--- src/rtl/adbg_jsp_pkg.sv ---
// Shared constants for the JSP APB bus interface: register indices, IIR codes,
// LSR/FCR bit positions and the RX trigger-level decode.
package adbg_jsp_pkg;

    localparam logic [2:0] IDX_RBR_THR = 3'd0;
    localparam logic [2:0] IDX_IER     = 3'd1;
    localparam logic [2:0] IDX_IIR_FCR = 3'd2;
    localparam logic [2:0] IDX_LCR     = 3'd3;
    localparam logic [2:0] IDX_LSR     = 3'd5;
    localparam logic [2:0] IDX_SCR     = 3'd7;

    localparam logic [7:0] IIR_NONE = 8'h01;
    localparam logic [7:0] IIR_THRE = 8'h02;
    localparam logic [7:0] IIR_RDA  = 8'h04;
    localparam logic [7:0] IIR_RLS  = 8'h06;
    localparam logic [7:0] IIR_CTI  = 8'h0C;

    localparam int LSR_DR   = 0;
    localparam int LSR_OE   = 1;
    localparam int LSR_THRE = 5;
    localparam int LSR_TEMT = 6;

    localparam int FCR_CLR_RX = 1;
    localparam int FCR_CLR_TX = 2;

    localparam logic [1:0] TRIG_ONE     = 2'b00;
    localparam logic [1:0] TRIG_QUARTER = 2'b01;
    localparam logic [1:0] TRIG_HALF    = 2'b10;
    localparam logic [1:0] TRIG_NEARLY  = 2'b11;

    // RX occupancy at which the data-available interrupt fires.
    function automatic int trig_level(input logic [1:0] sel, input int depth);
        case (sel)
            TRIG_ONE:     return 1;
            TRIG_QUARTER: return depth / 4;
            TRIG_HALF:    return depth / 2;
            default:      return depth - 2;
        endcase
    endfunction

endpackage

--- src/rtl/adbg_jsp_sync_fifo.sv ---
// First-word-fall-through synchronous FIFO with clear. Head reads as 0 when
// empty. A push on full is accepted only if a pop happens in the same cycle.
module adbg_jsp_sync_fifo #(
    parameter int DEPTH = 16,
    parameter int WIDTH = 8
) (
    input  logic                       clk_i,
    input  logic                       rst_i,
    input  logic                       clr_i,
    input  logic                       push_i,
    input  logic [WIDTH-1:0]           data_i,
    input  logic                       pop_i,
    output logic [WIDTH-1:0]           data_o,
    output logic [$clog2(DEPTH+1)-1:0] count_o,
    output logic                       empty_o,
    output logic                       full_o,
    output logic                       push_acc_o,
    output logic                       pop_acc_o
);
    localparam int PTR_W = $clog2(DEPTH);
    localparam int CNT_W = $clog2(DEPTH+1);

    logic [WIDTH-1:0] mem_q [DEPTH];
    logic [PTR_W-1:0] wr_ptr_q, rd_ptr_q;
    logic [CNT_W-1:0] count_q;
    logic             pop_ok, push_ok;

    assign empty_o = (count_q == '0);
    assign full_o  = (count_q == CNT_W'(DEPTH));
    assign pop_ok  = pop_i & ~empty_o;
    assign push_ok = push_i & (~full_o | pop_ok);
    // A clear in the same cycle swallows any push or pop.
    assign push_acc_o = push_ok & ~clr_i;
    assign pop_acc_o  = pop_ok & ~clr_i;
    assign count_o    = count_q;
    assign data_o     = empty_o ? '0 : mem_q[rd_ptr_q];

    // Pointer and occupancy update; pointers wrap naturally (DEPTH is a power of 2).
    always_ff @(posedge clk_i) begin
        if (rst_i || clr_i) begin
            wr_ptr_q <= '0;
            rd_ptr_q <= '0;
            count_q  <= '0;
        end else begin
            if (push_ok) wr_ptr_q <= wr_ptr_q + PTR_W'(1);
            if (pop_ok)  rd_ptr_q <= rd_ptr_q + PTR_W'(1);
            case ({push_ok, pop_ok})
                2'b10:   count_q <= count_q + CNT_W'(1);
                2'b01:   count_q <= count_q - CNT_W'(1);
                default: count_q <= count_q;
            endcase
        end
    end

    // Storage write; contents need no reset because occupancy gates the head.
    always_ff @(posedge clk_i) begin
        if (push_acc_o && !rst_i) mem_q[wr_ptr_q] <= data_i;
    end

endmodule

--- src/rtl/adbg_jsp_apb_biu_fifo.sv ---
// JTAG serial port APB interface: RX/TX FIFOs behind a 16550-subset register
// file with trigger level, RX timeout and prioritised interrupt.
module adbg_jsp_apb_biu_fifo
    import adbg_jsp_pkg::*;
#(
    parameter int DEPTH   = 16,
    parameter int ADDR_W  = 5,
    parameter int TIMEOUT = 256,
    localparam int CNT_W  = $clog2(DEPTH+1)
) (
    input  logic              clk_i,
    input  logic              rst_i,
    input  logic [7:0]        dbg_data_i,
    input  logic              dbg_wr_strobe_i,
    input  logic              dbg_rd_strobe_i,
    output logic [7:0]        dbg_data_o,
    output logic [CNT_W-1:0]  dbg_bytes_available_o,
    output logic [CNT_W-1:0]  dbg_bytes_free_o,
    input  logic              PSEL,
    input  logic              PENABLE,
    input  logic              PWRITE,
    input  logic [ADDR_W-1:0] PADDR,
    input  logic [7:0]        PWDATA,
    output logic [7:0]        PRDATA,
    output logic              PREADY,
    output logic              PSLVERR,
    output logic              int_o
);
    localparam int TMO_W = $clog2(TIMEOUT+1);

    logic [2:0]       idx;
    logic             access, wr_acc, rd_acc;
    logic             rx_clr, tx_clr, rx_pop, tx_push;
    logic [7:0]       rx_data;
    logic [CNT_W-1:0] rx_count, tx_count, trig_lvl;
    logic             rx_empty, rx_full, rx_push_acc, rx_pop_acc;
    logic             tx_empty, tx_full, tx_push_acc, tx_pop_acc;
    logic             tx_going_empty, timeout_evt, iir_thre_rd;
    logic [7:0]       lsr, iir, rd_mux;
    logic [3:0]       ier_q;
    logic [1:0]       trig_sel_q;
    logic [7:0]       lcr_q, scr_q;
    logic             oe_q, thre_pend_q, int_q;
    logic [TMO_W-1:0] tmo_cnt_q;
    logic             unused_bits;

    assign idx     = PADDR[4:2];
    assign access  = PSEL & PENABLE;
    assign wr_acc  = access & PWRITE;
    assign rd_acc  = access & ~PWRITE;
    assign rx_clr  = wr_acc & (idx == IDX_IIR_FCR) & PWDATA[FCR_CLR_RX];
    assign tx_clr  = wr_acc & (idx == IDX_IIR_FCR) & PWDATA[FCR_CLR_TX];
    assign rx_pop  = rd_acc & (idx == IDX_RBR_THR);
    assign tx_push = wr_acc & (idx == IDX_RBR_THR);
    assign unused_bits = ^{PADDR, tx_full};

    adbg_jsp_sync_fifo #(.DEPTH(DEPTH), .WIDTH(8)) u_rx_fifo (
        .clk_i(clk_i), .rst_i(rst_i), .clr_i(rx_clr),
        .push_i(dbg_wr_strobe_i), .data_i(dbg_data_i), .pop_i(rx_pop),
        .data_o(rx_data), .count_o(rx_count), .empty_o(rx_empty), .full_o(rx_full),
        .push_acc_o(rx_push_acc), .pop_acc_o(rx_pop_acc)
    );

    adbg_jsp_sync_fifo #(.DEPTH(DEPTH), .WIDTH(8)) u_tx_fifo (
        .clk_i(clk_i), .rst_i(rst_i), .clr_i(tx_clr),
        .push_i(tx_push), .data_i(PWDATA), .pop_i(dbg_rd_strobe_i),
        .data_o(dbg_data_o), .count_o(tx_count), .empty_o(tx_empty), .full_o(tx_full),
        .push_acc_o(tx_push_acc), .pop_acc_o(tx_pop_acc)
    );

    assign dbg_bytes_available_o = tx_count;
    assign dbg_bytes_free_o      = CNT_W'(DEPTH) - rx_count;
    assign trig_lvl              = CNT_W'(trig_level(trig_sel_q, DEPTH));

    assign tx_going_empty = ~tx_empty &
                            (tx_clr | (tx_pop_acc & ~tx_push_acc & (tx_count == CNT_W'(1))));
    assign timeout_evt    = (tmo_cnt_q == TMO_W'(TIMEOUT)) & ~rx_empty & (rx_count < trig_lvl);

    always_comb begin
        lsr = '0;
        lsr[LSR_DR]   = ~rx_empty;
        lsr[LSR_OE]   = oe_q;
        lsr[LSR_THRE] = tx_empty;
        lsr[LSR_TEMT] = tx_empty;
    end

    // Interrupt cause priority encoder.
    always_comb begin
        iir = IIR_NONE;
        if (oe_q && ier_q[2])                             iir = IIR_RLS;
        else if ((rx_count >= trig_lvl) && ier_q[0])      iir = IIR_RDA;
        else if (timeout_evt && ier_q[0])                 iir = IIR_CTI;
        else if (thre_pend_q && ier_q[1])                 iir = IIR_THRE;
    end

    assign iir_thre_rd = rd_acc & (idx == IDX_IIR_FCR) & (iir == IIR_THRE);

    // Read data mux; unmapped indices read as zero.
    always_comb begin
        rd_mux = '0;
        case (idx)
            IDX_RBR_THR: rd_mux = rx_data;
            IDX_IER:     rd_mux = {4'b0, ier_q};
            IDX_IIR_FCR: rd_mux = iir;
            IDX_LCR:     rd_mux = lcr_q;
            IDX_LSR:     rd_mux = lsr;
            IDX_SCR:     rd_mux = scr_q;
            default:     rd_mux = '0;
        endcase
    end

    assign PRDATA  = PSEL ? rd_mux : 8'h00;
    assign PREADY  = 1'b1;
    assign PSLVERR = access & ((idx == 3'd4) | (idx == 3'd6));
    assign int_o   = int_q;

    // Software-visible configuration registers.
    always_ff @(posedge clk_i) begin
        if (rst_i) begin
            ier_q      <= '0;
            trig_sel_q <= TRIG_ONE;
            lcr_q      <= 8'h03;
            scr_q      <= '0;
        end else if (wr_acc) begin
            case (idx)
                IDX_IER:     ier_q      <= PWDATA[3:0];
                IDX_IIR_FCR: trig_sel_q <= PWDATA[7:6];
                IDX_LCR:     lcr_q      <= PWDATA;
                IDX_SCR:     scr_q      <= PWDATA;
                default:     ;
            endcase
        end
    end

    // Sticky overrun: a new overrun in the same cycle as an LSR read wins.
    always_ff @(posedge clk_i) begin
        if (rst_i) oe_q <= 1'b0;
        else if (dbg_wr_strobe_i && rx_full && !rx_pop_acc && !rx_clr) oe_q <= 1'b1;
        else if (rd_acc && idx == IDX_LSR) oe_q <= 1'b0;
    end

    // THR-empty pending: armed on TX draining, cleared by THR write or IIR read of it.
    always_ff @(posedge clk_i) begin
        if (rst_i) thre_pend_q <= 1'b0;
        else if (tx_going_empty) thre_pend_q <= 1'b1;
        else if (tx_push || iir_thre_rd) thre_pend_q <= 1'b0;
    end

    // RX idle counter, restarted by any RX activity or an empty RX FIFO.
    always_ff @(posedge clk_i) begin
        if (rst_i) tmo_cnt_q <= '0;
        else if (rx_push_acc || rx_pop_acc || rx_empty) tmo_cnt_q <= '0;
        else if (tmo_cnt_q != TMO_W'(TIMEOUT)) tmo_cnt_q <= tmo_cnt_q + TMO_W'(1);
    end

    // Registered interrupt line.
    always_ff @(posedge clk_i) begin
        if (rst_i) int_q <= 1'b0;
        else       int_q <= (iir != IIR_NONE);
    end

endmodule
--- config.mk ---
export PLATFORM = sky130hd
export DESIGN_NAME = adbg_jsp_apb_biu_fifo
export DESIGN_NICKNAME = d
export VERILOG_FILES = /design/src/rtl/adbg_jsp_pkg.sv /design/src/rtl/adbg_jsp_sync_fifo.sv /design/src/rtl/adbg_jsp_apb_biu_fifo.sv
export SDC_FILE = /design/constraint.sdc
export NUM_CORES = 1
export LEC_CHECK = 0
export BUFFER_PORTS_ARGS = -buffer_cell sky130_fd_sc_hd__buf_2
export CAP_MARGIN = 10
export CELL_PAD_IN_SITES_DETAIL_PLACEMENT = 0
export CELL_PAD_IN_SITES_GLOBAL_PLACEMENT = 1
export CORE_MARGIN = 2
export CORE_UTILIZATION = 50
export CTS_BUF_LIST = sky130_fd_sc_hd__clkbuf_8
export DETAILED_ROUTE_END_ITERATION = 10
export PLACE_DENSITY_LB_ADDON = 0.1
export SYNTH_ARGS = -nofsm -noshare
export SYNTH_HDL_FRONTEND = slang
export SYNTH_SLANG_ARGS = --single-unit
--- constraint.sdc ---
create_clock -name clk_i -period 4.9 [get_ports clk_i]
set_clock_uncertainty 0.1 [all_clocks]
set_input_delay 0.245 -clock clk_i [delete_from_list [all_inputs] [get_ports clk_i]]
set_output_delay 0.245 -clock clk_i [all_outputs]
set_load 0.005 [all_outputs]
==> impl_results.md <==
- Worst Path Max Fanout: 8
- DRT Wirelength: 29360 µm
- GRT overflow: 0
- Setup crit end kind: primary output
- Final ANT Viol Nets: 0
- Final setup violation count: 0
- Share of layout cells above drive strength 1: 0.2402
- Most common cell after layout, fill and taps aside: edfxtp_1
- Clock Sink Count: 324
- WHS Path Cells: 1
- Mapped Area: 13600 µm²
- Tot GR Track Use: 0.2100
- Initial Util: 0.5075
- Multi-input logic area: 4258 µm²
- Area Growth Syn to Fin: 12.77%
- RSZ-0062 raised after global routing: false
- Tmin final: 3802 ps
- DP HPWL: 19640 µm
- Die Height: 168.9 µm
- Setup crit start: u_rx_fifo.count_o[0]
- Fin util: 0.5723
- Crit Reg-Reg Startpoint: u_rx_fifo.count_o[0]
- FFs w/ async S/R, synth: 0
- Setup TNS: 0 ps
- Cell Pwr Density: 391.5 nW/µm²
- Slew Limit Fails: 0
- Sequential fraction of the synthesis area: 0.6653
- Area of the die: 28540 µm²
- Via count: 7521
- Final worst path period share: 0.7760
- Crit path DAT: 3460 ps
- Mapped Cells: 839
- Placer Congestion: 0.8134
- Outcome: finished, final reports clean
- Net count, final: 985
- Startpoint types: flip-flop
- Rel. slew slack: 0.3164
- Ys flop type: edfxtp_1
- Yosys cell types: 61
- Worst-margin pin slew: 1022 ps
- Yosys warns: 0
- Initial antenna violation count: 0
- First-pass GRT wire length: 45240 µm
- DR WL/cell: 22.31 µm
- Leakage: 5.125 nW
- Max-Cap Viols: 0
- PnR worst setup slack: 1098 ps
- DRT iter0 DRCs: 617
- Flop and latch count out of synthesis: 324
- I/O pin count: 57
- Vias in the first global route: 7786
- WP data required: 4550 ps
- # resized after CTS: 0
- Peak supply drop: 282.9 µV
- Most frequent cells in the layout: 256 x edfxtp_1, 73 x mux4_2, 72 x nor2_1
- IO buf count: 53
- Kind of critical path: flip-flop to primary output
- # rows: 60
- Register area: 9052 µm²
- Yosys top cell by area: edfxtp_1
- Min-delay src: dbg_data_i[1]
- Worst Hold Slack: 8.207 ps
- Post-DR vias/cell: 5.715
- TritonCTS clock tree: done
- Worst-path clk slew: 60 ps
- Hold Crit Class: input port to flip-flop
- Syn nets: 894
- Core area: 26800 µm²
- Top cells by area, synth: edfxtp_1 57%, mux4_2 12%, dfxtp_1 10%
- # Post-CTS Setup Buffers: 0
- EDFF count, synth: 256
- Final Hold Fails: 0
- DRC Markers: 0
- Syn_area_per_cell: 16.21 µm²
- Fill count: 2085
- Total CTS buffers: 53
- Post-layout total power: 6.006 mW
- Clk Latency, worst-skew pair: 560 ps
- Die width: 168.9 µm
- Clock Path Buffers: 3
- R2R depth: 9
- F_max: 263.0 MHz
- Drt first pass iters: 5
- Pre-CTS setup slack: 1246 ps
- Synth top area share: 0.5652
- Clock root cell: clkbuf_8
- Largest net degree at the start of global routing: 33
- H-tree levels: 2
## registers in the layout, summed over array words and instances (netlist names), named ones only
signal	cells
ier_q	4
int_o	1
lcr_q	8
oe_q	1
scr_q	8
thre_pend_q	1
tmo_cnt_q	9
trig_sel_q	2
u_rx_fifo.count_o	5
u_rx_fifo.mem_q	128
u_rx_fifo.rd_ptr_q	4
u_rx_fifo.wr_ptr_q	4
u_tx_fifo.count_o	5
u_tx_fifo.mem_q	128
u_tx_fifo.rd_ptr_q	4
u_tx_fifo.wr_ptr_q	4
## what timing repair did
action                                  CTS  global route
endpoints found under the setup margin    0             0
hold buffers                             12             0
endpoints found under the hold margin   163             0
## where the power goes
group	total (mW)	switching, mW	internal, mW
sequential	3.09	0.0960	3.00
clock	2.21	1.04	1.17
combinational	0.703	0.343	0.359
total	6.01	1.48	4.53
## cell usage after synthesis, types with 13 or more instances
| cell type | n |
|---|---|
| a21oi_1 | 17 |
| and2_1 | 26 |
| buf_2 | 13 |
| clkbuf_1 | 21 |
| dfxtp_1 | 68 |
| edfxtp_1 | 256 |
| ha_1 | 26 |
| inv_1 | 28 |
| mux2i_1 | 37 |
| mux4_2 | 73 |
| nand2_1 | 26 |
| nand3_1 | 16 |
| nor2_1 | 72 |
| nor2b_1 | 14 |
| xnor2_1 | 15 |
| xor2_1 | 14 |
## kinds of logic (layout without fill, tap and decap cells)
| family | after synthesis | in the layout | share of synthesized area |
|---|---|---|---|
| compound gates | 59 | 59 | 0.03036 |
| xor+xnor | 29 | 29 | 0.01867 |
| fa+ha+maj | 27 | 27 | 0.02539 |
| buf+inv | 70 | 205 | 0.02217 |
| flops | 324 | 324 | 0.6653 |
| mux | 118 | 118 | 0.1547 |
| other cells | 1 | 2 | 0.0002757 |
| simple gates | 211 | 211 | 0.08316 |
## critical path, stage by stage, from the launching register on
cell,delay [ps]
dfxtp_1,380
inv_1,140
ha_1,240
nor3b_1,170
ha_1,260
nor4_1,640
nand2_1,340
o32a_1,420
o21ai_0,130
buf_2,170
## layer usage
| layer | vias to the layer above | share of wire | GRT usage | wire [µm] |
|---|---|---|---|---|
| met1 | 3854 | 0.46 | 0.3035 | 13520 |
| met5 | - | 0 | 0 | 0 |
| met4 | 0 | 0.017 | 0.05285 | 512 |
| met3 | 36 | 0.050 | 0.04138 | 1478 |
| met2 | 201 | 0.47 | 0.3314 | 13850 |
| li1 | 3430 | - | - | - |
## worst paths after layout
path / endpoint / slack (ps)
worst max-delay path: PRDATA[7] / 1100
worst min-delay path: u_rx_fifo.mem_q[14][1] / 8
worst max register to register: u_rx_fifo.mem_q[0][7] / 1240
worst min register to register: lcr_q[1] / 380
## through the flow
stage          instance area [µm²]  std cells
4_1_cts                      15340       1315
3_5_place_dp                 14200       1204
6_report                     15340       1316
5_1_grt                      15340       1315
2_1_floorplan                13600        839
3_3_place_gp                 14200       1204
## cell type report
cell class / instances / share of cell area
antenna: 1 / 0.0001631
clock buffer: 60 / 0.05384
multi-input combinational: 445 / 0.2776
tap: 341 / 0.02782
clock inverter: 39 / 0.01207
sequential: 324 / 0.5902
timing repair buffer: 78 / 0.03149
inverter: 28 / 0.006852
No activity file was read; power rests on OpenSTA's default activity.
